## src/rtl/oam_dma_if.sv

```systemverilog
// CPU-side bus bundle for the sprite OAM DMA engine: core request signals in,
// stall/bus-takeover signals out. The engine connects through the slave modport.
interface oam_dma_if;
  logic [15:0] cpu_addr;
  logic [7:0]  cpu_wdata;
  logic        cpu_rw;
  logic [7:0]  bus_rdata;
  logic        rdy;
  logic        dma_active;
  logic [15:0] dma_addr;
  logic        dma_rw;
  logic [7:0]  dma_data;
  logic [9:0]  busy_cycles;

  modport master (
    output cpu_addr, cpu_wdata, cpu_rw, bus_rdata,
    input  rdy, dma_active, dma_addr, dma_rw, dma_data, busy_cycles
  );

  modport slave (
    input  cpu_addr, cpu_wdata, cpu_rw, bus_rdata,
    output rdy, dma_active, dma_addr, dma_rw, dma_data, busy_cycles
  );
endinterface

```

## src/rtl/oam_dma.sv

```systemverilog
// Sprite OAM DMA: a write to the page register stalls the CPU (rdy low the cycle after) and copies
// XFER_LEN bytes to the OAM port as read/write pairs. OAM_DMA_ODD_ALIGN_EN adds the odd-cycle ALIGN state.
module oam_dma #(
  parameter logic [15:0] DMA_REG_ADDR  = 16'h4014,
  parameter logic [15:0] OAM_DATA_ADDR = 16'h2004,
  parameter int          XFER_LEN      = 256
) (
  input  logic        clk,
  input  logic        reset,
  oam_dma_if.slave    bus
);

`ifdef OAM_DMA_ODD_ALIGN_EN
  typedef enum logic [2:0] {IDLE, HALT, ALIGN, READ, WRITE} state_t;
`else
  typedef enum logic [2:0] {IDLE, HALT, READ, WRITE} state_t;
`endif

  localparam logic [7:0] LAST_IDX = 8'(XFER_LEN - 1);

  state_t      r_state;
  logic [7:0]  r_page;
  logic [7:0]  r_idx;
  logic [7:0]  r_data_q;
  logic [9:0]  r_busy_cycles;
  logic        r_rdy;
  logic        r_dma_active;
  logic [15:0] r_dma_addr;
  logic        r_dma_rw;
  logic [7:0]  r_dma_data;
`ifdef OAM_DMA_ODD_ALIGN_EN
  logic        r_cyc_par;
`endif

  logic       w_trigger;
  logic       w_last;
  logic [7:0] w_idx_nxt;

  assign w_trigger = (bus.cpu_rw == 1'b0) && (bus.cpu_addr == DMA_REG_ADDR);
  assign w_last    = (r_idx == LAST_IDX);
  assign w_idx_nxt = r_idx + 8'd1;

  // Bus outputs are registered alongside the state so they always describe the current cycle.
  always_ff @(posedge clk) begin
    if (reset) begin
      r_state       <= IDLE;
      r_page        <= 8'h00;
      r_idx         <= 8'h00;
      r_data_q      <= 8'h00;
      r_busy_cycles <= 10'd0;
      r_rdy         <= 1'b1;
      r_dma_active  <= 1'b0;
      r_dma_addr    <= 16'h0000;
      r_dma_rw      <= 1'b1;
      r_dma_data    <= 8'h00;
`ifdef OAM_DMA_ODD_ALIGN_EN
      r_cyc_par     <= 1'b0;
`endif
    end else begin
`ifdef OAM_DMA_ODD_ALIGN_EN
      r_cyc_par <= ~r_cyc_par;
`endif
      if (r_state != IDLE && r_busy_cycles != 10'h3FF)
        r_busy_cycles <= r_busy_cycles + 10'd1;

      case (r_state)
        IDLE: begin
          if (w_trigger) begin
            r_page        <= bus.cpu_wdata;
            r_idx         <= 8'h00;
            r_busy_cycles <= 10'd0;
            r_rdy         <= 1'b0;
            r_state       <= HALT;
          end
        end
        HALT: begin
`ifdef OAM_DMA_ODD_ALIGN_EN
          if (r_cyc_par) begin
            r_state <= ALIGN;
          end else begin
            r_state      <= READ;
            r_dma_active <= 1'b1;
            r_dma_rw     <= 1'b1;
            r_dma_addr   <= {r_page, r_idx};
            r_dma_data   <= 8'h00;
          end
`else
          r_state      <= READ;
          r_dma_active <= 1'b1;
          r_dma_rw     <= 1'b1;
          r_dma_addr   <= {r_page, r_idx};
          r_dma_data   <= 8'h00;
`endif
        end
`ifdef OAM_DMA_ODD_ALIGN_EN
        ALIGN: begin
          r_state      <= READ;
          r_dma_active <= 1'b1;
          r_dma_rw     <= 1'b1;
          r_dma_addr   <= {r_page, r_idx};
          r_dma_data   <= 8'h00;
        end
`endif
        READ: begin
          r_data_q   <= bus.bus_rdata;
          r_state    <= WRITE;
          r_dma_rw   <= 1'b0;
          r_dma_addr <= OAM_DATA_ADDR;
          r_dma_data <= bus.bus_rdata;
        end
        WRITE: begin
          if (w_last) begin
            r_state      <= IDLE;
            r_rdy        <= 1'b1;
            r_dma_active <= 1'b0;
            r_dma_rw     <= 1'b1;
            r_dma_addr   <= 16'h0000;
            r_dma_data   <= 8'h00;
          end else begin
            // Only the low byte advances, so page $FF never carries past $FFFF.
            r_idx      <= w_idx_nxt;
            r_state    <= READ;
            r_dma_rw   <= 1'b1;
            r_dma_addr <= {r_page, w_idx_nxt};
            r_dma_data <= 8'h00;
          end
        end
        default: r_state <= IDLE;
      endcase
    end
  end

  assign bus.rdy         = r_rdy;
  assign bus.dma_active  = r_dma_active;
  assign bus.dma_addr    = r_dma_addr;
  assign bus.dma_rw      = r_dma_rw;
  assign bus.dma_data    = r_dma_data;
  assign bus.busy_cycles = r_busy_cycles;

endmodule

```

## src/flat_wrapper.sv

```systemverilog
// flat-port wrapper written by rule: the top's interface ports become plain ports
module oam_dma_flat 
#(
  parameter logic [15:0] DMA_REG_ADDR  = 16'h4014,
  parameter logic [15:0] OAM_DATA_ADDR = 16'h2004,
  parameter int          XFER_LEN      = 256
)
  (clk, reset, bus_cpu_addr, bus_cpu_wdata, bus_cpu_rw, bus_bus_rdata, bus_rdy, bus_dma_active, bus_dma_addr, bus_dma_rw, bus_dma_data, bus_busy_cycles);
  oam_dma_if bus_i ();
  input  logic clk;
  input  logic reset;
  input wire logic [$bits(bus_i.cpu_addr)-1:0] bus_cpu_addr;
  input wire logic [$bits(bus_i.cpu_wdata)-1:0] bus_cpu_wdata;
  input wire logic [$bits(bus_i.cpu_rw)-1:0] bus_cpu_rw;
  input wire logic [$bits(bus_i.bus_rdata)-1:0] bus_bus_rdata;
  output wire logic [$bits(bus_i.rdy)-1:0] bus_rdy;
  output wire logic [$bits(bus_i.dma_active)-1:0] bus_dma_active;
  output wire logic [$bits(bus_i.dma_addr)-1:0] bus_dma_addr;
  output wire logic [$bits(bus_i.dma_rw)-1:0] bus_dma_rw;
  output wire logic [$bits(bus_i.dma_data)-1:0] bus_dma_data;
  output wire logic [$bits(bus_i.busy_cycles)-1:0] bus_busy_cycles;
  assign bus_i.cpu_addr = bus_cpu_addr;
  assign bus_i.cpu_wdata = bus_cpu_wdata;
  assign bus_i.cpu_rw = bus_cpu_rw;
  assign bus_i.bus_rdata = bus_bus_rdata;
  assign bus_rdy = bus_i.rdy;
  assign bus_dma_active = bus_i.dma_active;
  assign bus_dma_addr = bus_i.dma_addr;
  assign bus_dma_rw = bus_i.dma_rw;
  assign bus_dma_data = bus_i.dma_data;
  assign bus_busy_cycles = bus_i.busy_cycles;
  oam_dma #(.DMA_REG_ADDR(DMA_REG_ADDR), .OAM_DATA_ADDR(OAM_DATA_ADDR), .XFER_LEN(XFER_LEN)) u_core (.clk(clk), .reset(reset), .bus(bus_i));
endmodule
```

## config.mk

```make
export PLATFORM = sky130hd
export DESIGN_NAME = oam_dma_flat
export DESIGN_NICKNAME = d
export VERILOG_FILES = /design/src/rtl/oam_dma_if.sv /design/src/rtl/oam_dma.sv /design/src/flat_wrapper.sv
export SDC_FILE = /design/constraint.sdc
export NUM_CORES = 1
export LEC_CHECK = 0
export BUFFER_PORTS_ARGS = -buffer_cell sky130_fd_sc_hd__buf_2
export CORE_ASPECT_RATIO = 2
export CORE_MARGIN = 2
export CORE_UTILIZATION = 51
export CTS_CLUSTER_SIZE = 25
export DETAILED_ROUTE_END_ITERATION = 12
export GPL_ROUTABILITY_DRIVEN = 0
export PLACE_DENSITY = 0.83
export SYNTH_ARGS = -nofsm -noshare
export SYNTH_HDL_FRONTEND = slang
export SYNTH_SLANG_ARGS = --single-unit
```

## constraint.sdc

```tcl
create_clock -name clk -period 1.7 [get_ports clk]
set_input_delay 0.51 -clock clk [delete_from_list [all_inputs] [get_ports clk]]
set_output_delay 0.51 -clock clk [all_outputs]
set_load 0.02 [all_outputs]
```

; ---- Word-level counts from Yosys, hierarchy flattened
; Index checks and enable logic that the tools add are counted.
[totals]
ff_bits = 56
latch_bits = 0
mem_bits_rw = 0
mem_bits_ro = 0
elab_cells = 52
memories = 0
[classes]
add_sub_neg = 2
multipliers = 0
div_mod_pow = 0
n_lt_le_gt_ge = 0
n_eq_ne = 9
shift = 0
mux = 18
bitwise_logic = 1
n_reduce_logical = 13
[op_table]
columns = op, count
row1 = one-hot mux 16 bit (3 select lines), 1
row2 = one-hot mux 8 bit (2 select lines), 2
row3 = two-way mux 10 bit, 3
row4 = "== test 16 x 15 -> 1 bit, second input constant", 1
row5 = two-way mux 16 bit, 1
row6 = two-way mux 8 bit, 2
row7 = one-hot mux 3 bit (4 select lines), 1
row8 = "adder 10 x 1 -> 10 bit, second input constant", 1
row9 = "inequality test 10 bit, second input constant", 1
row10 = "adder 8 x 1 -> 8 bit, second input constant", 1
row11 = "== test 8 bit, second input constant", 1
row12 = "== test 3 x 2 -> 1 bit, second input constant", 2
row13 = one-hot mux 1 bit (2 select lines), 3
row14 = AND reduction 3 bit, 2
row15 = nonzero test 2 bit, 3
row16 = nonzero test 3 bit, 2
row17 = "inequality test 2 x 1 -> 1 bit, second input constant", 2
row18 = AND reduction 2 bit, 2
row19 = "== test 3 x 1 -> 1 bit, second input constant", 1
row20 = zero test 3 bit, 1
row21 = two-way mux 1 bit, 3
row22 = two-way mux 3 bit, 1
row23 = logical AND 1 bit, 2
row24 = two-way mux 2 bit, 1
row25 = 3 further kinds, 3

; ---- Depth between registers and ports, before layout
[depth]
depth_word = 5
mapped_depth = 7
ltp_nobuf = 6

; ---- Worst setup path before layout
; Ideal clock, no wire load.
[synth_path]
kind = input port to flip-flop
start = in bus_cpu_addr[7]
end = reg u_core.r_busy_cycles[4], in the netlist u_core.bus.busy_cycles[4]
t_arrival_ns = 1.439
setup_slack_ns = 0.115
cell_stages = 6
cell_sequence = nor4_1 and4b_2 nand2_4 nand2b_1 buf_4 a311oi_1
[synth_via]
elab_chain_len = 4
[synth_rtl]
columns = element, line
row1 = start: declaration, flat_wrapper.sv:12  ; input wire logic [$bits(bus_i.cpu_addr)-1:0] bus_cpu_addr;
row2 = == test 16 x 15 -> 1 bit, oam_dma.sv:39  ; assign w_trigger = (bus.cpu_rw == 1'b0) && (bus.cpu_addr == DMA_REG_ADDR);
row3 = logical AND 1 bit, oam_dma.sv:39
row4 = two-way mux 10 bit, oam_dma.sv:68  ; if (w_trigger) begin
row5 = two-way mux 10 bit, oam_dma.sv:66  ; case (r_state)
row6 = end signal: assignment, oam_dma.sv:64  ; r_busy_cycles <= r_busy_cycles + 10'd1;
row7 = end: declaration, oam_dma.sv:25  ; logic [9:0] r_busy_cycles;
; No other way between the ends.
; A chain may end at the register's enable or synchronous reset.

; ---- Final worst setup path
[layout_path]
start = reg u_core.r_idx[0]
end = reg u_core.r_idx[2]
[layout_via]
elab_chain_len = 3
[layout_rtl]
columns = element, line
row1 = start: declaration, oam_dma.sv:23  ; logic [7:0] r_idx;
row2 = start signal: assignment, oam_dma.sv:121  ; r_idx <= w_idx_nxt;
row3 = adder 8 x 1 -> 8 bit or == test 8 bit (tied branches), "oam_dma.sv:41, oam_dma.sv:40"
row4 = two-way mux 8 bit or inequality test 2 bit (tied branches), -
row5 = one-hot mux 8 bit (2 select lines) or AND reduction 3 bit (tied branches), -
; Several ways; a longest one is shown, not always the timed one. The select of a mux whose other input is x is not followed.

==> metrics.txt <==
status=complete, no violations; final wirelength=5710 um; count of nets after finishing=387; share of the synthesized area in the top cell type=45.5%; number of DRC violations after detailed-routing iteration 0=44; DR top layer=met4; Min Clock Period, post-route=1.62 ns; maximum number of pins on one net before global-route repair=17; number of buffer and inverter instances along the worst setup path=0; later-pin clock latency in the skew report=0.30 ns; number of CTS-inserted buffers=5; Chip Width=52.7 um; most common cell after layout, fill and taps aside=sky130_fd_sc_hd__buf_2; ratio of cells with drive above 1 in the final layout=35.0%; remaining antenna violation count=0; max incr delay on CP=0.36 ns; Critical Path End Type=register; most area-hungry cell type in the Yosys netlist=sky130_fd_sc_hd__dfxtp_1; Port Buffers=71; share of synthesized area occupied by flip-flops and latches=45.5%; VDD IR-drop max=736 uV; number of antenna violations at the first check in global routing=0; depth of the critical timing path with buffers and inverters included=6; worst-case setup margin in the final layout=0.0757 ns; register-to-register setup slack=0.08 ns; DP Worst Slack=-0.0920 ns; Antenna Cells=0; largest fanout on the critical path=8; final-layout worst hold slack=0.435 ns; fmax=616 MHz; Hold Buf Count CTS=0; LEAKAGE=1.33 nW; count of H-tree levels built during CTS=2; number of different library cells in the post-synthesis netlist=53; setup repair after global routing missed its margin=no; Synth warnings=0; drt via density=5.40; area of the core=4600 um2; y dimension of the die=101 um; first element of the critical path=u_core.r_idx[0]; per-cell routed wire length=14.1 um; data required time at the worst endpoint=1.93 ns; pin slew with the least headroom to its limit=0.398 ns; Worst Clk Skew=0.00671 ns; All-Layer GR Usage=22.8%; final setup vio count=0; number of register bits inferred by synthesis=55; detailed-routed wire length on met3=235 um; count of fill cells added during filler insertion=403; top cell family by delay on the critical path=compound AO/OA/AOI/OAI gates; highest-count cells in the layout ignoring fill and taps=sky130_fd_sc_hd__buf_2 (71), sky130_fd_sc_hd__dfxtp_1 (55), sky130_fd_sc_hd__nor2_1 (43), sky130_fd_sc_hd__nand2_1 (31), sky130_fd_sc_hd__a21oi_1 (22); Max-Slew Margin vs Limit=73.5%; via count=2193; Power Density=735 nW/um2; number of synthesized flops with an enable pin=0; # placed instances=398; Worst Setup Path Type=reg2reg; kind of path behind the tightest hold check=in2reg; Syn Std Cell Area=2420 um2; Residual DRC=0; number of buffers inserted by post-CTS setup repair=0; first-pass GRT wire length=9310 um; remaining global-route overflow=0; Post-Synthesis Net Count=301; number of clock sinks seen by CTS=55; I/O Pins=72; standard cell with the maximum stage delay on the critical path=sky130_fd_sc_hd__dfxtp_1; sequential cell area=1100 um2; Hold Startpoint=bus_cpu_wdata[7]; starting utilization of the core area=52.6%; clock transition at the registers of the reported paths=0.09 ns; Tot Pwr=2.24 mW; sequence of cells on the critical path=ha_1 -> nand4_4 -> o21a_4 -> a21oi_4 -> nor2_2 -> nor3_2; R2R cell count=6; mean post-synth cell area=9.16 um2; async set-reset flop share out of synthesis=0%; count of standard-cell rows=35; final worst-path cycle share=95.5%; Root Driver=sky130_fd_sc_hd__clkbuf_8; sum of net half-perimeters after detailed placement=4460 um; cell types occupying the most area after synthesis=sky130_fd_sc_hd__dfxtp_1 (46%), sky130_fd_sc_hd__nor2_1 (6.7%), sky130_fd_sc_hd__mux2i_1 (6.6%); reg-to-reg endpoint=u_core.r_idx[2]; number of standard cells after synthesis=264; via count of the first global-routing pass=2178; number of buffers on the longest clock path=2; total die area=5340 um2; Hold Violations, Final=0; CTS tree=built; post-CTS sizing=0; top_reg_cell synth=sky130_fd_sc_hd__dfxtp_1; r2r startpoint=u_core.r_idx[0]; max-cap check violation count=0; total area of multi-input combinational cells=1230 um2; worst path arrival time=1.86 ns; count of pins over their slew limit=0; timing endpoint of the critical path=u_core.r_idx[2]; metal1 wirelength=2140 um; non-filler cells in the finished layout=406; area delta synth->final=26.2%; number of optimization iterations in the first detailed-route pass=4; detailed route wirelength on metal2=3180 um; Critical Path Source Type=register
## synthesized netlist by cell type, types with 2 or more instances
cell	number
sky130_fd_sc_hd__o21ai_0	5
sky130_fd_sc_hd__mux2i_1	16
sky130_fd_sc_hd__ha_1	2
sky130_fd_sc_hd__inv_1	2
sky130_fd_sc_hd__a211oi_2	2
sky130_fd_sc_hd__nor3_2	3
sky130_fd_sc_hd__nand3_1	10
sky130_fd_sc_hd__xnor2_1	6
sky130_fd_sc_hd__xor2_1	4
sky130_fd_sc_hd__nand2_1	31
sky130_fd_sc_hd__clkbuf_1	5
sky130_fd_sc_hd__dfxtp_1	55
sky130_fd_sc_hd__a21oi_1	22
sky130_fd_sc_hd__a21o_1	3
sky130_fd_sc_hd__a22oi_1	2
sky130_fd_sc_hd__o21ai_1	2
sky130_fd_sc_hd__nand2b_1	2
sky130_fd_sc_hd__mux2_2	3
sky130_fd_sc_hd__buf_2	3
sky130_fd_sc_hd__buf_4	2
sky130_fd_sc_hd__nor4_1	3
sky130_fd_sc_hd__a211oi_1	3
sky130_fd_sc_hd__nor2_1	43
sky130_fd_sc_hd__nor3_1	5
sky130_fd_sc_hd__buf_6	2
## registers in the layout, indices dropped and copies added (netlist names)
signal	flops
u_core.bus.busy_cycles	10
u_core.bus.dma_data	8
u_core.r_state	2
u_core.bus.dma_active	1
u_core.r_page	8
u_core.bus.dma_addr	16
u_core.r_idx	8
u_core.bus.rdy	1
u_core.bus.dma_rw	1
## cell type report
| type | instances | share of cell area (%) |
|---|---|---|
| clock buffer | 6 | 2.71 |
| clock inverter | 2 | 1.15 |
| inverter | 3 | 0.369 |
| multi-input combinational | 194 | 40.4 |
| sequential | 55 | 36.1 |
| tap | 55 | 2.26 |
| timing repair buffer | 91 | 17.0 |
## power by group
group | leakage [nW] | total, mW | internal [mW] | switching (mW)
clock network | 0.0612 | 0.874 | 0.477 | 0.398
registers | 0.443 | 1.29 | 1.29 | 0.0000258
logic | 0.828 | 0.0795 | 0.0402 | 0.0393
## per-stage QoR
stage	setup TNS [ns]	instance area, um2	util (%)
final	0	3050	66.3
after global routing	0	3050	66.3
after CTS	0	3050	66.3
after detailed placement	-1.26	2930	63.8
after global placement	-0.179	2930	63.8
after floorplan	0	2420	-
## routing by layer
metal,track usage [%],up-vias
met2,41.3,66
met3,3.98,15
met4,10.8,0
met1,24.5,1019
met5,0,-
li1,-,1093
## how the worst min path moves through the flow
| stage | endpoint | slack, ns | cells past startpoint |
|---|---|---|---|
| final | u_core.r_page[7] | 0.43 | 3 |
| after global routing | u_core.bus.dma_data[1] | 0.43 | 3 |
| after CTS | u_core.bus.dma_data[3] | 0.43 | 3 |
| after detailed placement | u_core.bus.dma_addr[11] | 0.44 | 2 |
| after global placement | u_core.bus.dma_rw | 0.44 | 1 |
| after floorplan | u_core.bus.dma_addr[10] | 0.44 | 2 |
## worst min-delay path, cell delays in order
cell and delay [ns]:
sky130_fd_sc_hd__buf_2 0.07, sky130_fd_sc_hd__mux2i_1 0.05, sky130_fd_sc_hd__nor2_1 0.07
## kinds of logic (layout without fill, tap and decap cells)
kind of cell	count (synthesis)	count (layout)	share of synthesized area, %
adder cells (fa/ha/maj)	2	2	1.04
buffers and inverters	15	102	3.42
flip-flops	55	55	45.5
XOR/XNOR	10	10	3.62
AO/OA/AOI/OAI	49	49	13.9
multiplexers	19	19	8.02
AND/OR/NAND/NOR	114	114	24.4
No activity file was read; power rests on OpenSTA's default activity.
